--- config.mk ---
export PLATFORM = sky130hd
export DESIGN_NAME = readout_layer
export DESIGN_NICKNAME = d
export VERILOG_FILES = /design/src/rtl/readout_layer.sv
export SDC_FILE = /design/constraint.sdc
export NUM_CORES = 1
export LEC_CHECK = 0
export CORE_MARGIN = 2
export CORE_UTILIZATION = 57
export DETAILED_ROUTE_END_ITERATION = 7
export PLACE_DENSITY = 0.81
export SLEW_MARGIN = 20
export SYNTH_ARGS = -nofsm -noshare
export SYNTH_HDL_FRONTEND = slang
export SYNTH_SLANG_ARGS = --single-unit
--- constraint.sdc ---
create_clock -name iClk -period 6.75 [get_ports iClk]
set_input_delay 1.0125 -clock iClk [delete_from_list [all_inputs] [get_ports iClk]]
set_output_delay 1.0125 -clock iClk [all_outputs]
set_load 0.02 [all_outputs]
--- src/rtl/readout_layer.sv ---
// -----------------------------------------------------------------------------
// readout_layer
//   Multi-channel echo-state-network readout. For every output channel c it
//   forms sum_i d[i]*w(c,i) with a single time-shared signed multiplier, then
//   applies an arithmetic right shift and a (optionally rectifying) saturating
//   activation. The channels are processed one after the other. Results are
//   presented together under a valid/ready handshake.
//
// Ports
//   iClk      clock, rising edge
//   iRst      asynchronous, active-high reset
//   iValid    input vector and weights valid (sampled only while idle)
//   oReady    block is idle and will accept on the next edge with iValid=1
//   iData     RES_SIZE signed elements, element i at [i*DATA_W +: DATA_W]
//   iWeights  NUM_OUT*RES_SIZE signed weights, w(c,i) at
//             [(c*RES_SIZE+i)*WEIGHT_W +: WEIGHT_W]
//   oValid    oValue holds a complete result
//   iReady    consumer accepts the result (sampled only while done)
//   oValue    NUM_OUT signed results, channel c at [c*OUT_W +: OUT_W]
//   oBusy     block is not idle
// -----------------------------------------------------------------------------
module readout_layer #(
  parameter int RES_SIZE = 4,
  parameter int DATA_W   = 8,
  parameter int WEIGHT_W = 8,
  parameter int NUM_OUT  = 2,
  parameter int SHIFT    = 4,
  parameter int OUT_W    = 8,
  parameter int ACT_MODE = 0
) (
  input  logic                             iClk,
  input  logic                             iRst,
  input  logic                             iValid,
  output logic                             oReady,
  input  logic [RES_SIZE*DATA_W-1:0]       iData,
  input  logic [NUM_OUT*RES_SIZE*WEIGHT_W-1:0] iWeights,
  output logic                             oValid,
  input  logic                             iReady,
  output logic [NUM_OUT*OUT_W-1:0]         oValue,
  output logic                             oBusy
);

  localparam int ACC_W  = DATA_W + WEIGHT_W + $clog2(RES_SIZE) + 1;
  localparam int PROD_W = DATA_W + WEIGHT_W;
  localparam int IDX_W  = (RES_SIZE > 1) ? $clog2(RES_SIZE) : 1;
  localparam int CH_W   = (NUM_OUT > 1) ? $clog2(NUM_OUT) : 1;

  localparam logic [2:0] S_IDLE = 3'd0;
  localparam logic [2:0] S_MAC  = 3'd1;
  localparam logic [2:0] S_NORM = 3'd2;
  localparam logic [2:0] S_ACT  = 3'd3;
  localparam logic [2:0] S_DONE = 3'd4;

  // Saturation bounds expressed at accumulator width so the compare is signed
  // and lossless.
  localparam logic signed [ACC_W-1:0] SAT_MAX =
    $signed({{(ACC_W-OUT_W+1){1'b0}}, {(OUT_W-1){1'b1}}});
  localparam logic signed [ACC_W-1:0] SAT_MIN =
    $signed({{(ACC_W-OUT_W+1){1'b1}}, {(OUT_W-1){1'b0}}});

  logic [2:0]                          state_q, state_d;
  logic [IDX_W-1:0]                    idx_q, idx_d;
  logic [CH_W-1:0]                     ch_q, ch_d;
  logic signed [ACC_W-1:0]             acc_q, acc_d;
  logic signed [ACC_W-1:0]             norm_q, norm_d;
  logic [RES_SIZE*DATA_W-1:0]          data_q, data_d;
  logic [NUM_OUT*RES_SIZE*WEIGHT_W-1:0] weights_q, weights_d;
  logic [OUT_W-1:0]                    val_q [NUM_OUT];
  logic [OUT_W-1:0]                    val_d [NUM_OUT];
  logic                                valid_q, valid_d;
  logic                                ready_q, ready_d;
  logic                                busy_q, busy_d;

  // Unpacked views of the latched operands so the MAC can index them directly.
  logic signed [DATA_W-1:0]   d_arr [RES_SIZE];
  logic signed [WEIGHT_W-1:0] w_arr [NUM_OUT][RES_SIZE];

  genvar gc, gi;
  generate
    for (gi = 0; gi < RES_SIZE; gi++) begin : g_data
      assign d_arr[gi] = data_q[gi*DATA_W +: DATA_W];
    end
    for (gc = 0; gc < NUM_OUT; gc++) begin : g_wch
      for (gi = 0; gi < RES_SIZE; gi++) begin : g_wel
        assign w_arr[gc][gi] = weights_q[(gc*RES_SIZE+gi)*WEIGHT_W +: WEIGHT_W];
      end
      assign oValue[gc*OUT_W +: OUT_W] = val_q[gc];
    end
  endgenerate

  logic signed [DATA_W-1:0]   d_sel_s;
  logic signed [WEIGHT_W-1:0] w_sel_s;
  logic signed [PROD_W-1:0]   d_ext_s, w_ext_s, prod_s;
  logic signed [ACC_W-1:0]    prod_ext_s;
  logic signed [ACC_W-1:0]    act_s;
  logic [OUT_W-1:0]           sat_s;

  // Datapath: operand select, signed product and sign extension to the accumulator.
  always_comb begin
    d_sel_s    = d_arr[idx_q];
    w_sel_s    = w_arr[ch_q][idx_q];
    d_ext_s    = {{WEIGHT_W{d_sel_s[DATA_W-1]}}, d_sel_s};
    w_ext_s    = {{DATA_W{w_sel_s[WEIGHT_W-1]}}, w_sel_s};
    prod_s     = d_ext_s * w_ext_s;
    prod_ext_s = {{(ACC_W-PROD_W){prod_s[PROD_W-1]}}, prod_s};
  end

  // Activation: optional rectification, then clamp to the output range.
  always_comb begin
    if ((ACT_MODE == 1) && norm_q[ACC_W-1]) begin
      act_s = '0;
    end else begin
      act_s = norm_q;
    end
    if (act_s > SAT_MAX) begin
      sat_s = SAT_MAX[OUT_W-1:0];
    end else if (act_s < SAT_MIN) begin
      sat_s = SAT_MIN[OUT_W-1:0];
    end else begin
      sat_s = act_s[OUT_W-1:0];
    end
  end

  // Sequencer next-state and register updates.
  always_comb begin
    state_d   = state_q;
    idx_d     = idx_q;
    ch_d      = ch_q;
    acc_d     = acc_q;
    norm_d    = norm_q;
    data_d    = data_q;
    weights_d = weights_q;
    val_d     = val_q;
    valid_d   = valid_q;
    ready_d   = ready_q;
    case (state_q)
      S_IDLE: begin
        valid_d = 1'b0;
        if (iValid) begin
          data_d    = iData;
          weights_d = iWeights;
          ch_d      = '0;
          idx_d     = '0;
          acc_d     = '0;
          ready_d   = 1'b0;
          state_d   = S_MAC;
        end else begin
          ready_d   = 1'b1;
        end
      end
      S_MAC: begin
        acc_d = acc_q + prod_ext_s;
        if (idx_q == IDX_W'(RES_SIZE-1)) begin
          idx_d   = '0;
          state_d = S_NORM;
        end else begin
          idx_d   = idx_q + IDX_W'(1);
        end
      end
      S_NORM: begin
        // Arithmetic shift of a signed value rounds toward minus infinity.
        norm_d  = acc_q >>> SHIFT;
        state_d = S_ACT;
      end
      S_ACT: begin
        val_d[ch_q] = sat_s;
        if (ch_q == CH_W'(NUM_OUT-1)) begin
          valid_d = 1'b1;
          state_d = S_DONE;
        end else begin
          ch_d    = ch_q + CH_W'(1);
          acc_d   = '0;
          state_d = S_MAC;
        end
      end
      S_DONE: begin
        if (iReady) begin
          valid_d = 1'b0;
          ready_d = 1'b1;
          state_d = S_IDLE;
        end else begin
          valid_d = 1'b1;
        end
      end
      default: begin
        // Unreachable encodings recover to a clean idle state.
        state_d = S_IDLE;
        idx_d   = '0;
        ch_d    = '0;
        acc_d   = '0;
        valid_d = 1'b0;
        ready_d = 1'b1;
      end
    endcase
    busy_d = (state_d != S_IDLE);
  end

  // State and datapath registers with asynchronous reset.
  always_ff @(posedge iClk or posedge iRst) begin
    if (iRst) begin
      state_q   <= S_IDLE;
      idx_q     <= '0;
      ch_q      <= '0;
      acc_q     <= '0;
      norm_q    <= '0;
      data_q    <= '0;
      weights_q <= '0;
      for (int c = 0; c < NUM_OUT; c++) begin
        val_q[c] <= '0;
      end
      valid_q   <= 1'b0;
      ready_q   <= 1'b1;
      busy_q    <= 1'b0;
    end else begin
      state_q   <= state_d;
      idx_q     <= idx_d;
      ch_q      <= ch_d;
      acc_q     <= acc_d;
      norm_q    <= norm_d;
      data_q    <= data_d;
      weights_q <= weights_d;
      for (int c = 0; c < NUM_OUT; c++) begin
        val_q[c] <= val_d[c];
      end
      valid_q   <= valid_d;
      ready_q   <= ready_d;
      busy_q    <= busy_d;
    end
  end

  assign oValid = valid_q;
  assign oReady = ready_q;
  assign oBusy  = busy_q;

endmodule

==> metrics.md, run 1 <==
| Metric | Value |
|---|---|
| Synth area leaders | dfrtp_1 (38%), fa_1 (17%), mux2_2 (14%), ha_1 (5.6%), mux4_2 (4.3%) |
| Worst Hold Launch | oValue[5] |
| Clock latency on the worst-skew pair | 0.44 ns |
| Netlist cell types | 53 |
| Hpwl dp | 15810 um |
| CTS tree | done |
| TritonRoute pass-1 iters | 4 |
| Full die area | 18640 um2 |
| Final Cycle Share | 93.20% |
| Global route overflow | 0 |
| GP Congestion | 0.9086 |
| Top cell type by total area after synthesis | dfrtp_1 |
| Max Freq | 159.0 MHz |
| Post-synthesis async set-or-reset flop share | 100.0% |
| Ant diodes | 0 |
| Commonest cells post-synth | dfrtp_1 (154), mux2_2 (122), inv_1 (95) |
| CTS clk-pin slew, worst paths | 0.07 ns |
| Final WL | 20960 um |
| # H-tree levels | 4 |
| Initial antenna violation count | 0 |
| Critical Path RT | 7.07 ns |
| CTS sink cnt | 155 |
| Cell count after synthesis | 812 |
| CTS Buffer Depth | 2 |
| CTS Root Cell | clkbuf_16 |
| Wire per inst | 17.89 um |
| Seq cells post-synth | 155 |
| Fin. max-slew vios | 0 |
| Worst Path Arrival | 6.61 ns |
| Top_reg_cell synth | dfrtp_1 |
| Crit end category | flop |
| # IOs | 119 |
| Most frequent cell after synthesis | dfrtp_1 |
| Die W | 136.5 um |
| Post-Syn Nets | 1041 |
| DR vias | 6433 |
| Core area | 17240 um2 |
| Hold WS | 0.4786 ns |
| Initial cell density of the core | 58.09% |
| Reg2reg end | acc_q[16] |
| Critical Path Source | ch_q |
| Share of cells above drive strength 1 | 20.91% |
| Min Tclk post-route | 6.291 ns |
| Count of cells resized by post-cts repair | 0 |
| Drt via density | 5.489 |
| Worst reg2reg path startpoint | ch_q |
| Worst Tran Pin Value | 1.010 ns |
| Vias in the first global route | 6993 |
| Critical path class | flop to flop |
| Layout Skew | 0.009243 ns |
| Largest net degree at the start of global routing | 83 |
| Final nets | 1163 |
| DR iter-0 viols | 335 |
| Port bufs | 118 |
| Unrepaired setup endpoints after global routing | false |
| Top cell type's share of synthesized area | 38.49% |
| Worst-path fanout max | 12 |
| First-pass GRT wire length | 35500 um |
| Syn-to-layout area delta | 19.98% |
| Status | complete, no violations |
| Yosys warning total | 0 |
| Worst Hold Class | flop to flop |
| TritonCTS Buffers | 17 |
| Reg2Reg Depth | 18 |
| Setup_tns | 0 ns |
| Mapped cell area | 10010 um2 |
| Flop2flop setup slack | 0.46 ns |
| Slew HR | 32.66% |
| Tot GR Track Use | 25.06% |
| # rows | 48 |
| Post-synthesis sequential area ratio | 38.75% |
| Post-synth EDFFs | 0 |
| Synth Area per Inst | 12.33 um2 |
| Final setup viols | 0 |
| Die Y | 136.5 um |
| Antenna viol nets, final | 0 |
| Hold_buf cts | 0 |
| Max Cap Viol | 0 |
| Startpoint Class | flop |
| Hold path depth | 2 |
| Final Hold Fails | 0 |
| WHS Endpoint | oValue[5] |
| Post-CTS Setup Bufs | 0 |
| DRC viols | 0 |
final cells by class:
class	instances	area (um2)
clock buffers	17	425.4
clock inverters	15	151.4
fillers	1209	5224
inverters	96	365.4
multi-input cells	532	5623
flip-flops and latches	155	3880
well taps	225	281.5
repair buffers	132	1286
cells in the final DEF, fill, tap and decap left out, types with 12 or more instances in the layout:
cell / count
dfrtp_1: 154
mux2_2: 122
clkdlybuf4s50_1: 118
inv_1: 94
fa_1: 84
nand2_1: 54
ha_1: 45
o21ai_0: 40
nor2_1: 34
mux4_2: 19
clkbuf_16: 17
buf_4: 14
nand2b_1: 13
nor2b_1: 12
how the worst max path moves through the flow:
stage / to / slack (ns)
final: acc_q[16] / 0.46
after CTS: acc_q[16] / 0.46
after global routing: acc_q[16] / 0.14
after floorplan: acc_q[16] / 0.83
after detailed placement: acc_q[16] / 0.53
after global placement: acc_q[16] / 0.67
metrics by stage:
stage          utilization (%)  instance area [um2]  cells  setup slack (ns)
4_1_cts                  69.69                12010   1172            0.4550
3_3_place_gp             66.35                11440   1140            0.6736
6_report                 69.69                12010   1172            0.4592
3_5_place_dp             66.35                11440   1140            0.5305
2_1_floorplan                -                10010    812            0.8317
5_1_grt                  69.69                12010   1172            0.1415
cells by family after synthesis:
family,Yosys count,share of synthesized area (%)
flip-flops,155,38.75
multiplexers,154,19.37
AND/OR/NAND/NOR,133,6.136
adder cells (fa/ha/maj),129,22.42
buffers and inverters,125,5.136
AO/OA/AOI/OAI,100,6.786
XOR/XNOR,16,1.400
layer usage:
metal | up-vias | GRT usage [%] | routed length, um
met5 | - | 0 | 0
met4 | 0 | 8.391 | 363
met3 | 21 | 4.296 | 788
met2 | 113 | 43.03 | 11030
met1 | 3313 | 32.43 | 8780
li1 | 2986 | - | -
registers in the layout, summed over array words and instances, names as in the netlist:
register and flops:
idx_q 2, state_q 3, oBusy 1, acc_q 19
ch_q 1, oReady 1, weights_q 64, oValid 1
data_q 32, act_s 15, oValue 16
worst max-delay path, cell delays in order (launching register included):
cell       delay, ns
dfrtp_1         0.42
buf_4           0.20
mux4_2          0.49
mux2_2          0.35
and2_1          0.40
inv_1           0.18
fa_1            0.43
inv_1           0.09
fa_1            0.43
fa_1            0.48
fa_1            0.58
fa_1            0.43
ha_1            0.29
a211o_1         0.32
o211a_1         0.15
o2111ai_2       0.25
a21boi_1        0.11
or3_1           0.31
a32o_1          0.25
Power of run 1 is not shown: default switching activity piles up to over one toggle a cycle in this logic, so the estimate is an artifact.
==> run 2, diff against run 1 <==
CORE_UTILIZATION = 55   (was 57)
PLACE_DENSITY = 0.79   (was 0.81)
SLEW_MARGIN = default   (was 20)
==> metrics.md, run 2 (synthesized netlist as in run 1, its figures left out) <==
| Metric | Value |
|---|---|
| Status | complete, no violations |
| Crit end category | flop |
| Wire per inst | 17.67 um |
| Full die area | 19300 um2 |
| Core area | 17900 um2 |
| Setup_tns | 0 ns |
| Hpwl dp | 15680 um |
| Final nets | 1162 |
| Max Freq | 158.8 MHz |
| Worst Path Arrival | 6.63 ns |
| Worst Hold Class | flop to flop |
| Largest register FFs | 64 |
| Fill cells | 1313 |
| Initial antenna violation count | 0 |
| TritonRoute pass-1 iters | 4 |
| # rows | 49 |
| CTS Root Cell | clkbuf_16 |
| CTS clk-pin slew, worst paths | 0.08 ns |
| Layout Skew | 0.01785 ns |
| Final setup viols | 0 |
| Tot GR Track Use | 23.80% |
| Vias in the first global route | 7345 |
| Startpoint Class | flop |
| Slew HR | 27.86% |
| Post-CTS Setup Bufs | 0 |
| Worst reg2reg path startpoint | idx_q[0] |
| Antenna viol nets, final | 0 |
| Initial cell density of the core | 55.93% |
| Hold_buf cts | 0 |
| CTS tree | done |
| First-pass GRT wire length | 36280 um |
| DR iter-0 viols | 281 |
| # H-tree levels | 4 |
| Worst-path fanout max | 35 |
| Commonest non-fill, non-tap cell in the layout | dfrtp_1 |
| Global route overflow | 0 |
| Most frequent cells in the layout | dfrtp_1 (154), mux2_2 (122), clkdlybuf4s50_1 (118) |
| # IOs | 119 |
| Final WL | 20760 um |
| Critical Path RT | 7.09 ns |
| Ant diodes | 0 |
| Most flop-heavy register | weights_q |
| Port bufs | 118 |
| Largest registers | weights_q (64), data_q (32), acc_q (19) |
| Die Y | 138.9 um |
| Critical Path Source | idx_q[0] |
| Die W | 138.9 um |
| Post-layout util | 67.27% |
| DR vias | 6490 |
| Clock latency on the worst-skew pair | 0.44 ns |
| Count of cells resized by post-cts repair | 0 |
| CTS sink cnt | 155 |
| Drt via density | 5.523 |
| Fin. max-slew vios | 0 |
| DRC viols | 0 |
| Hold WS | 0.4820 ns |
| Final Cycle Share | 93.26% |
| Critical path class | flop to flop |
| CTS Buffer Depth | 2 |
| Syn-to-layout area delta | 20.28% |
| Worst Tran Pin Value | 1.082 ns |
| TritonCTS Buffers | 17 |
| Worst Hold Launch | oValue[12] |
| Final Hold Fails | 0 |
| Max Cap Viol | 0 |
| Largest net degree at the start of global routing | 91 |
| Share of cells above drive strength 1 | 20.82% |
| Unrepaired setup endpoints after global routing | false |
| GP Congestion | 0.8767 |
| Min Tclk post-route | 6.295 ns |
[run 2: cell types whose count changed in the layout (fill, tap and decap cells not counted)]
cell,delta
inv_8,+1
clkinvlp_4,-2
clkinv_8,+2
buf_12,+1
clkinv_4,+1
buf_4,-2
inv_6,-2
[run 2: worst paths after layout]
check | endpoint | slack, ns | cells past startpoint
worst max-delay path | acc_q[16] | 0.45 | 18
worst min-delay path | oValue[12] | 0.48 | 2
worst max register to register | acc_q[16] | 0.45 | 18
worst min register to register | oValue[12] | 0.48 | 2
max in group asynchronous | acc_q[17] | 4.33 | 3
min in group asynchronous | weights_q[48] | 1.09 | 2
[run 2: per-stage QoR]
stage | instances | instance area [um2] | setup slack, ns
4_1_cts | 1175 | 12040 | 0.4522
2_1_floorplan | 812 | 10010 | 0.8317
5_1_grt | 1175 | 12040 | 0.1616
3_5_place_dp | 1143 | 11450 | 0.5056
3_3_place_gp | 1143 | 11450 | 0.6714
6_report | 1175 | 12040 | 0.4547
[run 2: layout make-up]
| class | count | area (um2) | share of cell area [%] |
|---|---|---|---|
| well taps | 229 | 286.5 | 2.379 |
| clock inverters | 15 | 171.4 | 1.423 |
| multi-input cells | 532 | 5623 | 46.69 |
| repair buffers | 131 | 1291 | 10.72 |
| inverters | 96 | 365.4 | 3.034 |
| flip-flops and latches | 155 | 3880 | 32.22 |
| clock buffers | 17 | 425.4 | 3.532 |
[run 2: layer usage]
metal	GRT usage [%]	vias to the layer above	share of wire, %
met3	4.523	50	4.3
met1	29.28	3272	41
met2	41.61	175	51
li1	-	2993	-
met5	0	-	0
met4	9.623	0	3.6
[run 2: critical path: stages (launching register included)]
cell and delay [ns]:
dfrtp_1 0.38, buf_12 0.22, mux4_2 0.51, mux2_2 0.36
and2_1 0.40, inv_1 0.18, fa_1 0.44, inv_1 0.10
fa_1 0.44, fa_1 0.48, fa_1 0.58, fa_1 0.43
ha_1 0.28, a211o_1 0.32, o211a_1 0.15, o2111ai_2 0.24
a21boi_1 0.10, or3_1 0.31, a32o_1 0.25
Power of run 2 is left out for the same reason.
